`src/rtl/result_uart_tx.sv`:
```
// Converts a solver result to decimal ASCII with a serial double-dabble and
// sends it once per reset as 8N1 UART frames ("<digits>\r\n" or "ERR\r\n").
module result_uart_tx #(
  parameter int ANSWER_W     = 64,
  parameter int CLKS_PER_BIT = 1085
) (
  input  logic                Clk,
  input  logic                Rst_n,
  input  logic                Done,
  input  logic                Error,
  input  logic [ANSWER_W-1:0] Answer,
  output logic                Tx,
  output logic                Busy,
  output logic                Sent
);

  localparam int NDIG   = (ANSWER_W * 30103) / 100000 + 1;
  localparam int BCD_W  = 4 * NDIG;
  localparam int CNT_W  = $clog2(CLKS_PER_BIT + 1);
  localparam int CONV_W = $clog2(ANSWER_W + 1);
  localparam int IDX_W  = $clog2(NDIG + 3);

  typedef enum logic [1:0] {
    S_IDLE     = 2'd0,
    S_CONVERT  = 2'd1,
    S_SEND     = 2'd2,
    S_FINISHED = 2'd3
  } state_t;

  state_t              state_q, state_d;
  logic [ANSWER_W-1:0] bin_q, bin_d;
  logic [BCD_W-1:0]    bcd_q, bcd_d;
  logic [CONV_W-1:0]   conv_cnt_q, conv_cnt_d;
  logic [CNT_W-1:0]    clk_cnt_q, clk_cnt_d;
  logic [3:0]          bit_q, bit_d;
  logic [IDX_W-1:0]    byte_idx_q, byte_idx_d;
  logic                err_q, err_d;
  logic                tx_q, tx_d;
  logic                busy_q, busy_d;
  logic                sent_q, sent_d;

  logic [BCD_W-1:0]    adj_s;
  logic [IDX_W-1:0]    msd_s;
  logic [IDX_W-1:0]    di_s;
  logic [3:0]          digit_s;
  logic [7:0]          cur_byte_s;
  logic                last_byte_s;

  function automatic logic [7:0] err_byte(input logic [IDX_W-1:0] idx);
    case (idx)
      IDX_W'(0): return 8'h45;
      IDX_W'(1): return 8'h52;
      IDX_W'(2): return 8'h52;
      IDX_W'(3): return 8'h0D;
      default:   return 8'h0A;
    endcase
  endfunction

  // Add-3 correction and leading-digit search over the BCD register
  always_comb begin
    adj_s = '0;
    msd_s = '0;
    for (int i = 0; i < NDIG; i++) begin
      adj_s[4*i +: 4] = (bcd_q[4*i +: 4] >= 4'd5) ? (bcd_q[4*i +: 4] + 4'd3) : bcd_q[4*i +: 4];
      msd_s = (bcd_q[4*i +: 4] != 4'd0) ? IDX_W'(i) : msd_s;
    end
  end

  // Byte currently on the wire, selected by position within the report
  always_comb begin
    di_s    = msd_s - byte_idx_q;
    digit_s = 4'(bcd_q >> {di_s, 2'b00});
    if (err_q) begin
      cur_byte_s  = err_byte(byte_idx_q);
      last_byte_s = (byte_idx_q == IDX_W'(4));
    end else begin
      if (byte_idx_q <= msd_s) begin
        cur_byte_s = {4'h3, digit_s};
      end else if (byte_idx_q == msd_s + IDX_W'(1)) begin
        cur_byte_s = 8'h0D;
      end else begin
        cur_byte_s = 8'h0A;
      end
      last_byte_s = (byte_idx_q == msd_s + IDX_W'(2));
    end
  end

  // Next-state and next-output logic; Tx is computed one cycle ahead
  always_comb begin
    state_d    = state_q;
    bin_d      = bin_q;
    bcd_d      = bcd_q;
    conv_cnt_d = conv_cnt_q;
    clk_cnt_d  = clk_cnt_q;
    bit_d      = bit_q;
    byte_idx_d = byte_idx_q;
    err_d      = err_q;
    tx_d       = tx_q;
    busy_d     = busy_q;
    sent_d     = sent_q;
    case (state_q)
      S_IDLE: begin
        tx_d = 1'b1;
        if ((Error || Done) && !sent_q) begin
          busy_d     = 1'b1;
          clk_cnt_d  = '0;
          bit_d      = 4'd0;
          byte_idx_d = '0;
          if (Error) begin
            err_d   = 1'b1;
            tx_d    = 1'b0;
            state_d = S_SEND;
          end else begin
            err_d      = 1'b0;
            bin_d      = Answer;
            bcd_d      = '0;
            conv_cnt_d = '0;
            state_d    = S_CONVERT;
          end
        end else begin
          busy_d = 1'b0;
        end
      end
      S_CONVERT: begin
        bcd_d = {adj_s[BCD_W-2:0], bin_q[ANSWER_W-1]};
        bin_d = {bin_q[ANSWER_W-2:0], 1'b0};
        if (conv_cnt_q == CONV_W'(ANSWER_W - 1)) begin
          tx_d    = 1'b0;
          state_d = S_SEND;
        end else begin
          conv_cnt_d = conv_cnt_q + CONV_W'(1);
        end
      end
      S_SEND: begin
        if (clk_cnt_q == CNT_W'(CLKS_PER_BIT - 1)) begin
          clk_cnt_d = '0;
          if (bit_q == 4'd9) begin
            if (last_byte_s) begin
              tx_d    = 1'b1;
              busy_d  = 1'b0;
              sent_d  = 1'b1;
              state_d = S_FINISHED;
            end else begin
              byte_idx_d = byte_idx_q + IDX_W'(1);
              bit_d      = 4'd0;
              tx_d       = 1'b0;
            end
          end else begin
            bit_d = bit_q + 4'd1;
            tx_d  = (bit_q == 4'd8) ? 1'b1 : cur_byte_s[bit_q[2:0]];
          end
        end else begin
          clk_cnt_d = clk_cnt_q + CNT_W'(1);
        end
      end
      S_FINISHED: begin
        tx_d = 1'b1;
      end
      default: begin
        tx_d    = 1'b1;
        busy_d  = 1'b0;
        state_d = S_IDLE;
      end
    endcase
  end

  // State and datapath registers
  always_ff @(posedge Clk or negedge Rst_n) begin
    if (!Rst_n) begin
      state_q    <= S_IDLE;
      bin_q      <= '0;
      bcd_q      <= '0;
      conv_cnt_q <= '0;
      clk_cnt_q  <= '0;
      bit_q      <= 4'd0;
      byte_idx_q <= '0;
      err_q      <= 1'b0;
      tx_q       <= 1'b1;
      busy_q     <= 1'b0;
      sent_q     <= 1'b0;
    end else begin
      state_q    <= state_d;
      bin_q      <= bin_d;
      bcd_q      <= bcd_d;
      conv_cnt_q <= conv_cnt_d;
      clk_cnt_q  <= clk_cnt_d;
      bit_q      <= bit_d;
      byte_idx_q <= byte_idx_d;
      err_q      <= err_d;
      tx_q       <= tx_d;
      busy_q     <= busy_d;
      sent_q     <= sent_d;
    end
  end

  assign Tx   = tx_q;
  assign Busy = busy_q;
  assign Sent = sent_q;

endmodule
```
`config.mk`:
```
export PLATFORM = sky130hd
export DESIGN_NAME = result_uart_tx
export DESIGN_NICKNAME = d
export VERILOG_FILES = /design/src/rtl/result_uart_tx.sv
export SDC_FILE = /design/constraint.sdc
export NUM_CORES = 1
export LEC_CHECK = 0
export ABC_AREA = 1
export BUFFER_PORTS_ARGS = -buffer_cell sky130_fd_sc_hd__buf_2
export CAP_MARGIN = 10
export CORE_UTILIZATION = 55
export CTS_BUF_LIST = sky130_fd_sc_hd__clkbuf_4 sky130_fd_sc_hd__clkbuf_8 sky130_fd_sc_hd__clkbuf_16
export DETAILED_ROUTE_END_ITERATION = 8
export PLACE_DENSITY = 0.76
export SLEW_MARGIN = 5
export SYNTH_ARGS = -nofsm -noshare
export SYNTH_HDL_FRONTEND = slang
export SYNTH_SLANG_ARGS = --single-unit
export TNS_END_PERCENT = 100
```
`constraint.sdc`:
```
create_clock -name Clk -period 3.6 [get_ports Clk]
set_clock_uncertainty 0.1 [all_clocks]
set_input_delay 0.18 -clock Clk [delete_from_list [all_inputs] [get_ports Clk]]
set_output_delay 0.18 -clock Clk [all_outputs]
set_load 0.005 [all_outputs]
```
==> reports/summary.log <==
[outcome] outcome finished, violations left
[outcome] failing checks negative setup slack
[sta] Rel. slew slack 39.6%
[placement] half-perimeter wire length after placement 18.8 mm
[cells_and_area] synthesis-to-layout area growth 31.9%
[cells_and_area] fraction of final layout cells sized beyond drive strength 1 22.1%
[hold_path] min-delay worst type input port to register
[routing] violation count after the first detailed-routing iteration 850
[cells_and_area] net count reported at finish 1816
[die] width of the chip 142 um
[worst_setup_path] cell at the slowest stage of the critical path fa_2
[yosys] Cells after Synth 1397
[routing] total wirelength of the detailed-routed design 31.1 mm
[yosys] cell area after synthesis 10800 sq um
[worst_setup_path] buffering stage count on the worst path with inverters included 4
[die] initial core utilization 57.0%
[sta] Setup violations, final 7
[job] number of max-cap violations 0
[yosys] cells taking the most area after synthesis dfrtp_1 (41%), nand2_1 (9.5%), ha_1 (8.0%)
[yosys] YS warnings 0
[cts] CTS buffer count 17
[die] placeable core region 19000 sq um
[yosys] Synthesized Nets 1535
[sta] Slew @ Worst Pin 906 ps
[cells_and_area] most common cell after layout, fill and taps aside nand2_1
[worst_setup_path] Data arrival, critical path 4510 ps
[placement] routability-driven placement congestion ratio 0.892
[placement] I/O Buffers 70
[sta] total negative slack for setup checks -806 ps
[routing] number of DRC violations after detailed routing 0
[worst_setup_path] biggest fanout along the worst timing path 7
[worst_setup_path] critical register-to-register path startpoint bcd_q[12]
[routing] count of antenna-violating nets left after detailed routing 0
[yosys] ys flop type dfrtp_1
[global_route] maximum number of pins on one net before global-route repair 130
[routing] via count normalized by instance count 5.67
[pwr] areal power density over the cells 283 nW/um^2
[yosys] number of synthesized register bits 177
[global_route] number of antenna violations at the first check in global routing 1
[cts] clock root buffer clkbuf_16
[sta] final-report hold violation count 0
[hold_path] startpoint of the worst hold path Done
[die] top-level port count 71
[sta] fmax 237 MHz
[yosys] sequential-to-total area share from yosys stat 40.9%
[sta] min Tclk post-route 4220 ps
[worst_setup_path] launch point of the critical path bcd_q[12]
[cts] TritonCTS Sinks 177
[cts] Clock Path Buffers 2
[die] DIE AREA 20300 sq um
[placement] instance count after placement with tap cells included 1827
[cells_and_area] number of cells in the finished layout apart from fillers 1952
[worst_setup_path] endpoint kind of the worst setup timing path register
[yosys] syn_area_per_cell 7.76 sq um
[worst_setup_path] required time at the endpoint of the critical path 3890 ps
[sta] max-slew violation total from the final report 0
[yosys] number of distinct library cells after synthesis 45
[sta] final cycle utilization of the critical path 117%
[global_route] number of global-route vias before repair 10.8k
[global_route] total gr overflow 0
[routing] first drt pass iteration count 6
[sta] RSZ-0062 raised after global routing true
[yosys] area leader, netlist dfrtp_1
[yosys] Post-synth EDFFs 0
[yosys] Yosys top cell area share 40.6%
[cts] CTS clk-pin slew, worst paths 80 ps
[sta] Worst Setup Slack, final -621 ps
[global_route] overall track demand over capacity in global routing 32.0%
[die] height of the die 142 um
[cts] clock latency on the worst-skew pair 460 ps
[worst_setup_path] category of the worst setup path launch point register
[yosys] share of async-settable or async-resettable flops after synthesis 100%
[pwr] VDD IR-drop max 0.000329 V
[worst_setup_path] critical path's top delay family simple AND/OR/NAND/NOR gates
[die] number of core rows 50
[worst_setup_path] most numerous cell on the critical path nand2_1
[cts] H-tree depth 4
[placement] Setup Slack @ Placement -710 ps
[routing] detailed-route wire length per cell 15.9 um
[routing] via count of the routed design 11.1k
[cts] clock tree from TritonCTS yes
[worst_setup_path] path type of the worst setup path register to register
[cells_and_area] Layout fillers 1317
[pwr] standby leakage power 6.77 nW
[worst_setup_path] Critical Path Max Stage Delay 510 ps
[cells_and_area] most used cells in the layout excluding fill and tap cells nand2_1 (266), buf_4 (180), dfrtp_1 (176)
[global_route] global-route wire length before repair 51.3 mm
-- repair_timing --
item	4_1_cts	5_1_grt
setup buffers	7	17
hold buffers	66	0
endpoints found under the setup margin	14	14
hold endpoints to repair	140	0
gates resized for setup	42	40
gates cloned	2	0
pin swaps	17	16
-- power breakdown --
group	leakage (nW)	total [W]	switching [W]	internal, W
Clock	0.289	0.00190	0.000956	0.000944
Sequential	2.07	0.00199	0	0.00199
Combinational	4.41	0.000165	0.0000797	0.0000853
Total	6.77	0.00405	0.00104	0.00302
-- registers in the layout (all words and copies together), names as in the netlist, 2 cells and up --
name,cells
conv_cnt_q,7
bcd_q,80
bit_q,4
state_q,2
clk_cnt_q,11
byte_idx_q,5
bin_q,64
-- cells by family after synthesis --
group	count (synthesis)	share of synthesized area, %
and+or+nand+nor	474	18.0
AOI/OAI and AO/OA	406	21.7
adders and majority gates	70	8.15
buffers and inverters	231	8.07
DFF	177	40.9
xor gates and xnor gates	39	3.22
-- metal layers --
metal	share of wire, %	global-route usage (%)
met5	0	0
met4	3.1	12.8
met3	5.9	4.74
met1	41	39.7
met2	50	56.0
-- cell type report --
type                            instances  area [sq um]  share of cell area, %
Tap cell                              260           325                   2.27
Timing Repair inverter                  1          6.26                 0.0437
Multi-Input combinational cell        989          5800                   40.6
Clock inverter                         14           159                   1.11
Antenna cell                            1          2.50                 0.0175
Clock buffer                           18           433                   3.03
Timing Repair Buffer                  324          2510                   17.5
Inverter                              168           638                   4.46
Sequential cell                       177          4430                   31.0
-- metrics by stage --
step	util, %	cell area [sq um]	hold WS [ps]	power (W)
floorplan	-	10900	-216	0.00204
detailed placement	66.2	12600	159	0.00213
global route	75.2	14300	197	0.00416
CTS	73.9	14000	154	0.00405
global placement	66.2	12600	164	0.00213
finish	75.2	14300	154	0.00405
-- cell usage after synthesis (2+ instances only) --
library cell and number:
or2_2 2, xor2_1 36, nor3_1 22, nor4_1 3
o32ai_1 9, a311oi_1 6, dfrtp_1 176, clkbuf_1 60
nor2_2 2, nand3_1 45, buf_1 2, o21bai_1 2
xnor2_1 2, o21ai_1 4, ha_1 69, o21a_1 4
nand2_2 3, nand2_1 275, nand4_1 5, nor2_1 107
and3_1 3, inv_1 164, o21ai_0 147, a22oi_1 6
a21oi_1 74, inv_2 3, o22ai_1 70, nor3b_1 4
a211oi_1 6, o311ai_0 5, a31oi_1 67
-- tightest hold or removal path, delay by kind of cell --
| kind | cells | cell delay [ps] |
|---|---|---|
| simple gates | 1 | 180 |
| compound gates | 2 | 240 |
| buf+inv | 1 | 70 |
-- final timing paths --
path                       slack [ps]            end  depth (start not counted)
setup / recovery                 -620             Tx                         39
setup reg to reg                 -620             Tx                         39
hold / removal                    150          err_q                          4
max in group asynchronous        2250             Tx                          3
min in group asynchronous         220      bcd_q[25]                          2
hold reg to reg                   370  conv_cnt_q[5]                          1
(Power assumes the default switching activity.)
